==> src/rtl/issue_queue.sv <==
// In-order dual-entry issue queue: buffers up to two decoded instructions per
// cycle and presents the oldest pair, blocking dual issue on hazards.
module issue_queue #(
    parameter int DEPTH     = 8,
    parameter int PAYLOAD_W = 64
) (
    input  logic                          clk,
    input  logic                          rst_n,
    input  logic                          flush,
    input  logic [1:0]                    in_valid,
    input  logic [1:0][31:0]              in_pc,
    input  logic [1:0][4:0]               in_rs1,
    input  logic [1:0][4:0]               in_rs2,
    input  logic [1:0][4:0]               in_rd,
    input  logic [1:0]                    in_uses_rs1,
    input  logic [1:0]                    in_uses_rs2,
    input  logic [1:0]                    in_writes_rd,
    input  logic [1:0]                    in_is_mem,
    input  logic [1:0]                    in_is_br,
    input  logic [1:0][PAYLOAD_W-1:0]     in_payload,
    output logic                          in_ready,
    output logic [1:0]                    out_valid,
    output logic [1:0][31:0]              out_pc,
    output logic [1:0][4:0]               out_rs1,
    output logic [1:0][4:0]               out_rs2,
    output logic [1:0][4:0]               out_rd,
    output logic [1:0]                    out_uses_rs1,
    output logic [1:0]                    out_uses_rs2,
    output logic [1:0]                    out_writes_rd,
    output logic [1:0]                    out_is_mem,
    output logic [1:0]                    out_is_br,
    output logic [1:0][PAYLOAD_W-1:0]     out_payload,
    input  logic                          issue_stall,
    output logic [$clog2(DEPTH):0]        count,
    output logic                          empty
);
    localparam int AW = $clog2(DEPTH);
    localparam int CW = AW + 1;

    typedef struct packed {
        logic [31:0]          pc;
        logic [4:0]           rs1;
        logic [4:0]           rs2;
        logic [4:0]           rd;
        logic                 uses_rs1;
        logic                 uses_rs2;
        logic                 writes_rd;
        logic                 is_mem;
        logic                 is_br;
        logic [PAYLOAD_W-1:0] payload;
    } entry_t;

    entry_t          mem [DEPTH];
    entry_t [1:0]    wr_ent;
    entry_t [1:0]    rd_ent;
    logic [AW-1:0]   rd_ptr, wr_ptr;
    logic            push_en, push2;
    logic [CW-1:0]   push_n, pop_n;
    logic            raw, waw, pair_block;

    for (genvar s = 0; s < 2; s++) begin : g_slot
        assign wr_ent[s] = '{pc: in_pc[s], rs1: in_rs1[s], rs2: in_rs2[s], rd: in_rd[s],
                             uses_rs1: in_uses_rs1[s], uses_rs2: in_uses_rs2[s],
                             writes_rd: in_writes_rd[s], is_mem: in_is_mem[s],
                             is_br: in_is_br[s], payload: in_payload[s]};
        assign out_pc[s]        = rd_ent[s].pc;
        assign out_rs1[s]       = rd_ent[s].rs1;
        assign out_rs2[s]       = rd_ent[s].rs2;
        assign out_rd[s]        = rd_ent[s].rd;
        assign out_uses_rs1[s]  = rd_ent[s].uses_rs1;
        assign out_uses_rs2[s]  = rd_ent[s].uses_rs2;
        assign out_writes_rd[s] = rd_ent[s].writes_rd;
        assign out_is_mem[s]    = rd_ent[s].is_mem;
        assign out_is_br[s]     = rd_ent[s].is_br;
        assign out_payload[s]   = rd_ent[s].payload;
    end

    // Pointer arithmetic wraps naturally, so entry DEPTH-1 pairs with entry 0.
    assign rd_ent[0] = mem[rd_ptr];
    assign rd_ent[1] = mem[rd_ptr + AW'(1)];

    assign raw = rd_ent[0].writes_rd & (rd_ent[0].rd != 5'd0) &
                 ((rd_ent[1].uses_rs1 & (rd_ent[1].rs1 == rd_ent[0].rd)) |
                  (rd_ent[1].uses_rs2 & (rd_ent[1].rs2 == rd_ent[0].rd)));
    assign waw = rd_ent[0].writes_rd & rd_ent[1].writes_rd &
                 (rd_ent[0].rd == rd_ent[1].rd) & (rd_ent[0].rd != 5'd0);
    // An older control transfer never has anything issue alongside it.
    assign pair_block = raw | waw | (rd_ent[0].is_mem & rd_ent[1].is_mem) | rd_ent[0].is_br;

    assign out_valid[0] = (count != '0);
    assign out_valid[1] = (count >= CW'(2)) & ~pair_block;
    assign in_ready     = (count <= CW'(DEPTH - 2));
    assign empty        = (count == '0);

    assign push_en = in_ready & in_valid[0];
    assign push2   = push_en & in_valid[1];
    assign push_n  = CW'(push_en) + CW'(push2);
    assign pop_n   = issue_stall ? '0 : CW'(out_valid[0]) + CW'(out_valid[1]);

    always_ff @(posedge clk or negedge rst_n) begin
        if (!rst_n) begin
            rd_ptr <= '0;
            wr_ptr <= '0;
            count  <= '0;
        end else if (flush) begin
            rd_ptr <= '0;
            wr_ptr <= '0;
            count  <= '0;
        end else begin
            wr_ptr <= wr_ptr + AW'(push_n);
            rd_ptr <= rd_ptr + AW'(pop_n);
            count  <= count + push_n - pop_n;
        end
    end

    // Storage is not reset; only the pointers and count define what is live.
    always_ff @(posedge clk) begin
        if (push_en && !flush) begin
            mem[wr_ptr] <= wr_ent[0];
            if (push2) mem[wr_ptr + AW'(1)] <= wr_ent[1];
        end
    end
endmodule

==> config.mk <==
export PLATFORM = sky130hd
export DESIGN_NAME = issue_queue
export DESIGN_NICKNAME = d
export VERILOG_FILES = /design/src/rtl/issue_queue.sv
export SDC_FILE = /design/constraint.sdc
export NUM_CORES = 2
export LEC_CHECK = 0
export ABC_CLOCK_PERIOD_IN_PS = 9280
export BUFFER_PORTS_ARGS = -buffer_cell sky130_fd_sc_hd__buf_2
export CAP_MARGIN = 0
export CORE_MARGIN = 2
export CORE_UTILIZATION = 28
export DETAILED_ROUTE_END_ITERATION = 8
export GPL_TIMING_DRIVEN = 0
export PLACE_DENSITY_LB_ADDON = 0.25
export SLEW_MARGIN = 20
export SYNTH_ARGS = -nofsm -noshare
export SYNTH_HDL_FRONTEND = slang
export SYNTH_SLANG_ARGS = --single-unit
==> constraint.sdc <==
create_clock -name clk -period 9.28 [get_ports clk]
set_input_delay 0.464 -clock clk [delete_from_list [all_inputs] [get_ports clk]]
set_output_delay 0.464 -clock clk [all_outputs]
set_load 0.02 [all_outputs]
After elaboration in Yosys (flattened, before gate mapping)
Memories as Yosys holds them, arrays and structs flattened.
Cells that the tools add are included.
{"block": "totals", "mem_count": 1, "wordCells": 47, "ram_bits": 928, "regBits": 10, "out_inout_bits": 240, "romBits": 0, "latchBits": 0}
{"block": "classes", "n_bitwise": 16, "eq_ne": 3, "add_sub_neg": 8, "order_cmp": 2, "n_div": 0, "mux": 9, "n_reduce_logical": 5, "n_shift": 0, "multipliers": 0}
{"name": "mem", "depth": 8, "word_bits": 116, "read_ports": 2, "rd_ports_with_merged_regs": 0, "wr": 2, "line_no": "53", "text": "entry_t mem [DEPTH];"}
{"op": "$eq A5 B5 Y1", "count": 3}
{"op": "$and A1 B1 Y1", "count": 11}
{"op": "$add A3 B1 Y3 const B", "count": 2}
{"op": "$add A3 B2 Y3", "count": 2}
{"op": "$mux W3", "count": 2}
{"op": "$mux W1", "count": 5}
{"op": "$reduce_bool A5 Y1", "count": 1}
{"op": "$add A1 B1 Y2", "count": 2}
{"op": "$add A4 B2 Y4", "count": 1}
{"op": "$ge A4 B2 Y1 const B", "count": 1}
{"op": "$le A4 B3 Y1 const B", "count": 1}
{"op": "$logic_not A4 Y1", "count": 1}
{"op": "$mux W4", "count": 1}
{"op": "$or A1 B1 Y1", "count": 4}
{"op": "$reduce_bool A4 Y1", "count": 1}
{"op": "$sub A4 B2 Y4", "count": 1}
{"op": "$mux W2", "count": 1}
{"op": "$logic_and A1 B1 Y1", "count": 1}
{"op": "$logic_not A1 Y1", "count": 1}
{"op": "$not A1 Y1", "count": 1}

Depth between registers and ports, before layout
An unclocked memory read counts as a cell.
{"block": "depth", "word_depth": 15, "ltp_mapped": 21}

Least setup slack after synthesis
Ideal clock, no wire load.
{"block": "synth_timing", "path_type": "register -> register", "start": "register count[3]", "end": "memory mem[1][0] (netlist bit), enable pin", "n_path_buf": 0, "t_arrival_ps": 10053, "synth_period_minus_slack_ps": 10815, "stages_incl_launch_ff": 7, "setup_slack_ps": -1535, "required_time_ps": 8518, "cell_sequence": "dfrtp_1 > inv_1 > ha_1 > a31oi_1 > and2_1 > nand3b_1 > o31ai_1"}
{"element": "start: declaration", "line_no": "34", "text": "output logic [$clog2(DEPTH):0] count,"}
{"element": "start signal: assignment", "line_no": "112", "text": "count <= count + push_n - pop_n;"}
{"element": "end: declaration", "line_no": "53"}

Worst setup path in the final report
{"block": "layout_timing", "start": "register rd_ptr[0]", "end": "register count[3]"}
{"block": "layout_via", "elab_chain_cells": 15}
{"element": "start: declaration", "line_no": "56", "text": "logic [AW-1:0] rd_ptr, wr_ptr;"}
{"element": "start signal: assignment", "line_no": "111", "text": "rd_ptr <= rd_ptr + AW'(pop_n);"}
{"element": "$add A3 B1 Y3", "line_no": "80", "text": "assign rd_ent[1] = mem[rd_ptr + AW'(1)];"}
{"element": "$mem_v2 Z8 W116 (*)"}
{"element": "$eq A5 B5 Y1, on equally long branches", "line_no": "83, 84"}
{"element": "$and A1 B1 Y1, on equally long branches", "line_no": "83, 84"}
{"element": "$or A1 B1 Y1", "line_no": "83", "text": "((rd_ent[1].uses_rs1 & (rd_ent[1].rs1 == rd_ent[0].rd)) |"}
{"element": "$and A1 B1 Y1", "line_no": "82", "text": "assign raw = rd_ent[0].writes_rd & (rd_ent[0].rd != 5'd0) &"}
{"element": "$or A1 B1 Y1 (2 in series)", "line_no": "88", "text": "assign pair_block = raw | waw | (rd_ent[0].is_mem & rd_ent[1].is_mem) | rd_ent[0].is_br;"}
{"element": "$or A1 B1 Y1 (*)", "line_no": "88"}
{"element": "$not A1 Y1 (*)", "line_no": "91", "text": "assign out_valid[1] = (count >= CW'(2)) & ~pair_block;"}
{"element": "$and A1 B1 Y1 (*)", "line_no": "91"}
{"element": "$add A1 B1 Y2 (*)", "line_no": "98", "text": "assign pop_n = issue_stall ? '0 : CW'(out_valid[0]) + CW'(out_valid[1]);"}
{"element": "$mux W2 (*)", "line_no": "98"}
{"element": "$sub A4 B2 Y4 (*)", "line_no": "112"}
{"element": "$mux W4 (*)", "line_no": "105", "text": "end else if (flush) begin"}
Mark *: on every way between the ends. The rest lies on a longest branch, timed or not.

==> results.yml <==
sta:
  min_period_over_period: 0.651
  worst_clock_skew_ns: 0.0335
  max_freq_mhz: 166
  final-setup-viol-count: 0
  max_slew_margin: 0.208
  slew_viol_final: 0
  rsz0062_at_grt: "no"
  period_needed_ns: 6.04
  hold_violations: 0
  hold_ws_ns: 0.111
  worstMarginPinSlew_ns: 1.19
power:
  power_frac_seq: 0.294
  switching_share: 0.385
  cellPowerDensity_nw_per_um2: 263
  p_int_uw: 10500
  clkPwrFrac: 0.255
  irDropWorstVdd_uv: 169
  switching_power_uw: 6560
  cellLeakagePower_uw: 0.0217
  p_comb_frac: 0.451
  power_uw: 17000
synthesis:
  async_reset_ff_frac: 0.0107
  synth_top_family_by_area: "multiplexers"
  ys.warnings.count: 0
  synth_edf_count: 928
  yosys-top-cells-area: "edfxtp_1 52%, mux2_2 21%, mux4_2 19%"
  synth.top_cell.area_share: 0.519
  synthXorXnorAreaFrac: 0.00375
  synthDistinctLibCells: 47
  ys_seq_elements: 938
  synthAdderAreaFrac: 0.00406
  seq_area_frac_synth: 0.524
  synth.avg_cell_area_sq_um: 17.0
  synth_compound_area_frac: 0.00375
  synthesis.nets: 3416
  synthFlopType: "edfxtp_1"
  muxShareOfSynthArea: 0.416
  yosysTopAreaCell: "edfxtp_1"
  synth_area_sq_um: 53700
  syn_inst: 3163
  synth-simple-area-share: 0.0271
placed_design:
  dp_cells: 6237
  port_buffers: 477
  gp_congestion: 0.784
  post-dp-hpwl_mm: 142
final_layout:
  area_delta_synth_final_pct: 20.5
  final_common_cell: "mux2_2"
  final_cells: 6473
  final_cell_mix: "986 x mux2_2, 928 x edfxtp_1, 566 x buf_2"
  fin_nets: 4094
  post-route-util: 0.340
  drive_gt1_frac: 0.584
grt:
  antenna_found_initial: 84
  grt_overflow: 0
  track_usage: 0.203
  grt_pass1_vias: 35100
  grt_max_degree: 18
  grt_pass1_wl_mm: 280
cts:
  clock_path_buffers: 3
  numClockSinks: 938
  numCtsBuffers: 110
  cts_tree: "done"
  clkSlewWorstSetupHoldPaths_ns: 0.06
  clock_latency_ns: 0.75
  cts_root_buf: "clkbuf_16"
  post_cts_resized: 0
  cts_max_level: 3
floorplan:
  initial_core_util: 0.282
  die_w_um: 442
  pin_count: 478
  dieHeight_um: 442
  fp.dieArea_sq_um: 195000
  row_count: 160
  core_sq_um: 190000
setup_path:
  cp_max_fo: 10
  crit_arrival_ns: 6.64
  worstSetupPathType: "reg -> reg"
  cp.required_ns: 9.88
  cp-start-kind: "flop"
  cp-end-kind: "flop"
routing:
  drt-pass1-iter-count: 5
  drt-initial-drc-count: 3015
  vias: 33900
  routed_wl_mm: 203
  remaining_drc_errors: 0
  antenna_left: 0
  viasPerCell: 5.23
  wl_per_cell_um: 31.4
run:
  cap_viol_max_count: 0
min_path:
  hp-class: "in -> reg"
status:
  status: "finished clean"
repair_timing:
item | 4_1_cts | 5_1_grt
endpoints found under the hold margin | 10 | 0
hold buffers | 1 | 0
setup buffers | 0 | 0
cell families after synthesis:
| kind of cell | Yosys count |
|---|---|
| flip-flops | 938 |
| AND/OR/NAND/NOR | 363 |
| AO/OA/AOI/OAI | 26 |
| XOR/XNOR | 20 |
| adder cells (fa/ha/maj) | 15 |
| multiplexers | 1531 |
| buffers and inverters | 270 |
final timing paths:
path,from,endpoint,slack (ns),cells past startpoint
setup / recovery,rd_ptr[0]$_DFF_PN0_,count[3]$_DFF_PN0_,3.24,20
hold reg to reg,count[0]$_DFF_PN0_,count[0]$_DFF_PN0_,0.70,2
hold / removal,in_pc[28],mem[2][112]$_DFFE_PP_,0.11,2
max in group asynchronous,rst_n,wr_ptr[1]$_DFF_PN0_,8.84,2
setup reg to reg,rd_ptr[0]$_DFF_PN0_,count[3]$_DFF_PN0_,3.24,20
min in group asynchronous,rst_n,count[3]$_DFF_PN0_,0.15,2
synth_stat cells (4+ instances only):
cell type and n:
and3_1 4, edfxtp_1 928, inv_1 26, clkbuf_1 103, ha_1 11, nor2_1 11, xnor2_1 15, buf_4 14
nand2b_1 4, mux2_1 58, mux4_2 453, fa_1 4, buf_1 47, nand3_1 4, mux2_2 986, nor2b_1 9
nand2_1 316, o21bai_1 4, dfrtp_1 10, o21ai_0 4, buf_2 78, mux2i_1 33
final cells by class:
class	count	area, sq um
antenna	29	72.6
buffer	243	1110
clock buffer	137	2970
clock inverter	67	559
fill	18400	126000
inverter	27	101
multi-input combinational	1955	24500
sequential	938	28100
tap	2511	3140
timing repair buffer	566	4150
per-layer routing:
metal / part of all wire / track usage / vias up / wire [um]
met2: 0.51 / 0.356 / 1221 / 104000
met3: 0.053 / 0.0294 / 343 / 10800
met1: 0.40 / 0.251 / 17900 / 80400
li1: - / - / 14300 / -
met4: 0.038 / 0.0787 / 40 / 7660
met5: 0.0012 / 0 / - / 235
stage by stage:
stage                     setup WS (ns)  TNS (ns)  area [sq um]
after floorplan                    1.72         0         53700
after global placement            -7.05  -5754.19         59200
after detailed placement           3.17         0         61100
after CTS                          3.15         0         64600
after global routing               2.98         0         64700
final                              3.24         0         64700
registers in the layout, summed over array words and instances, names as in the netlist:
register  cells
rd_ptr        3
count         4
mem         928
wr_ptr        3
power groups by stage:
stage               Sequential [uW]  Clock (uW)  Combinational (uW)
finish                         5000        4340                7690
global route                   5020        4570                8110
CTS                            5000        4430                7830
detailed placement             5090           0                7800
global placement               5200           0                7650
floorplan                      5100           0                4740
critical path, stage by stage, from the launching register on:
cell	delay (ns)
dfrtp_1	0.51
ha_1	0.45
buf_2	0.37
buf_2	0.47
clkbuf_2	0.51
mux4_2	0.37
nand2_1	0.08
nand2_1	0.20
a221oi_1	0.54
o41ai_1	0.16
a31oi_1	0.37
ha_1	0.22
nand2b_1	0.19
inv_1	0.14
fa_1	0.42
inv_1	0.11
ha_1	0.24
a21o_1	0.15
a21oi_1	0.18
xnor2_1	0.14
nor2_1	0.06
Note: power is estimated with default switching activity, not from simulation.
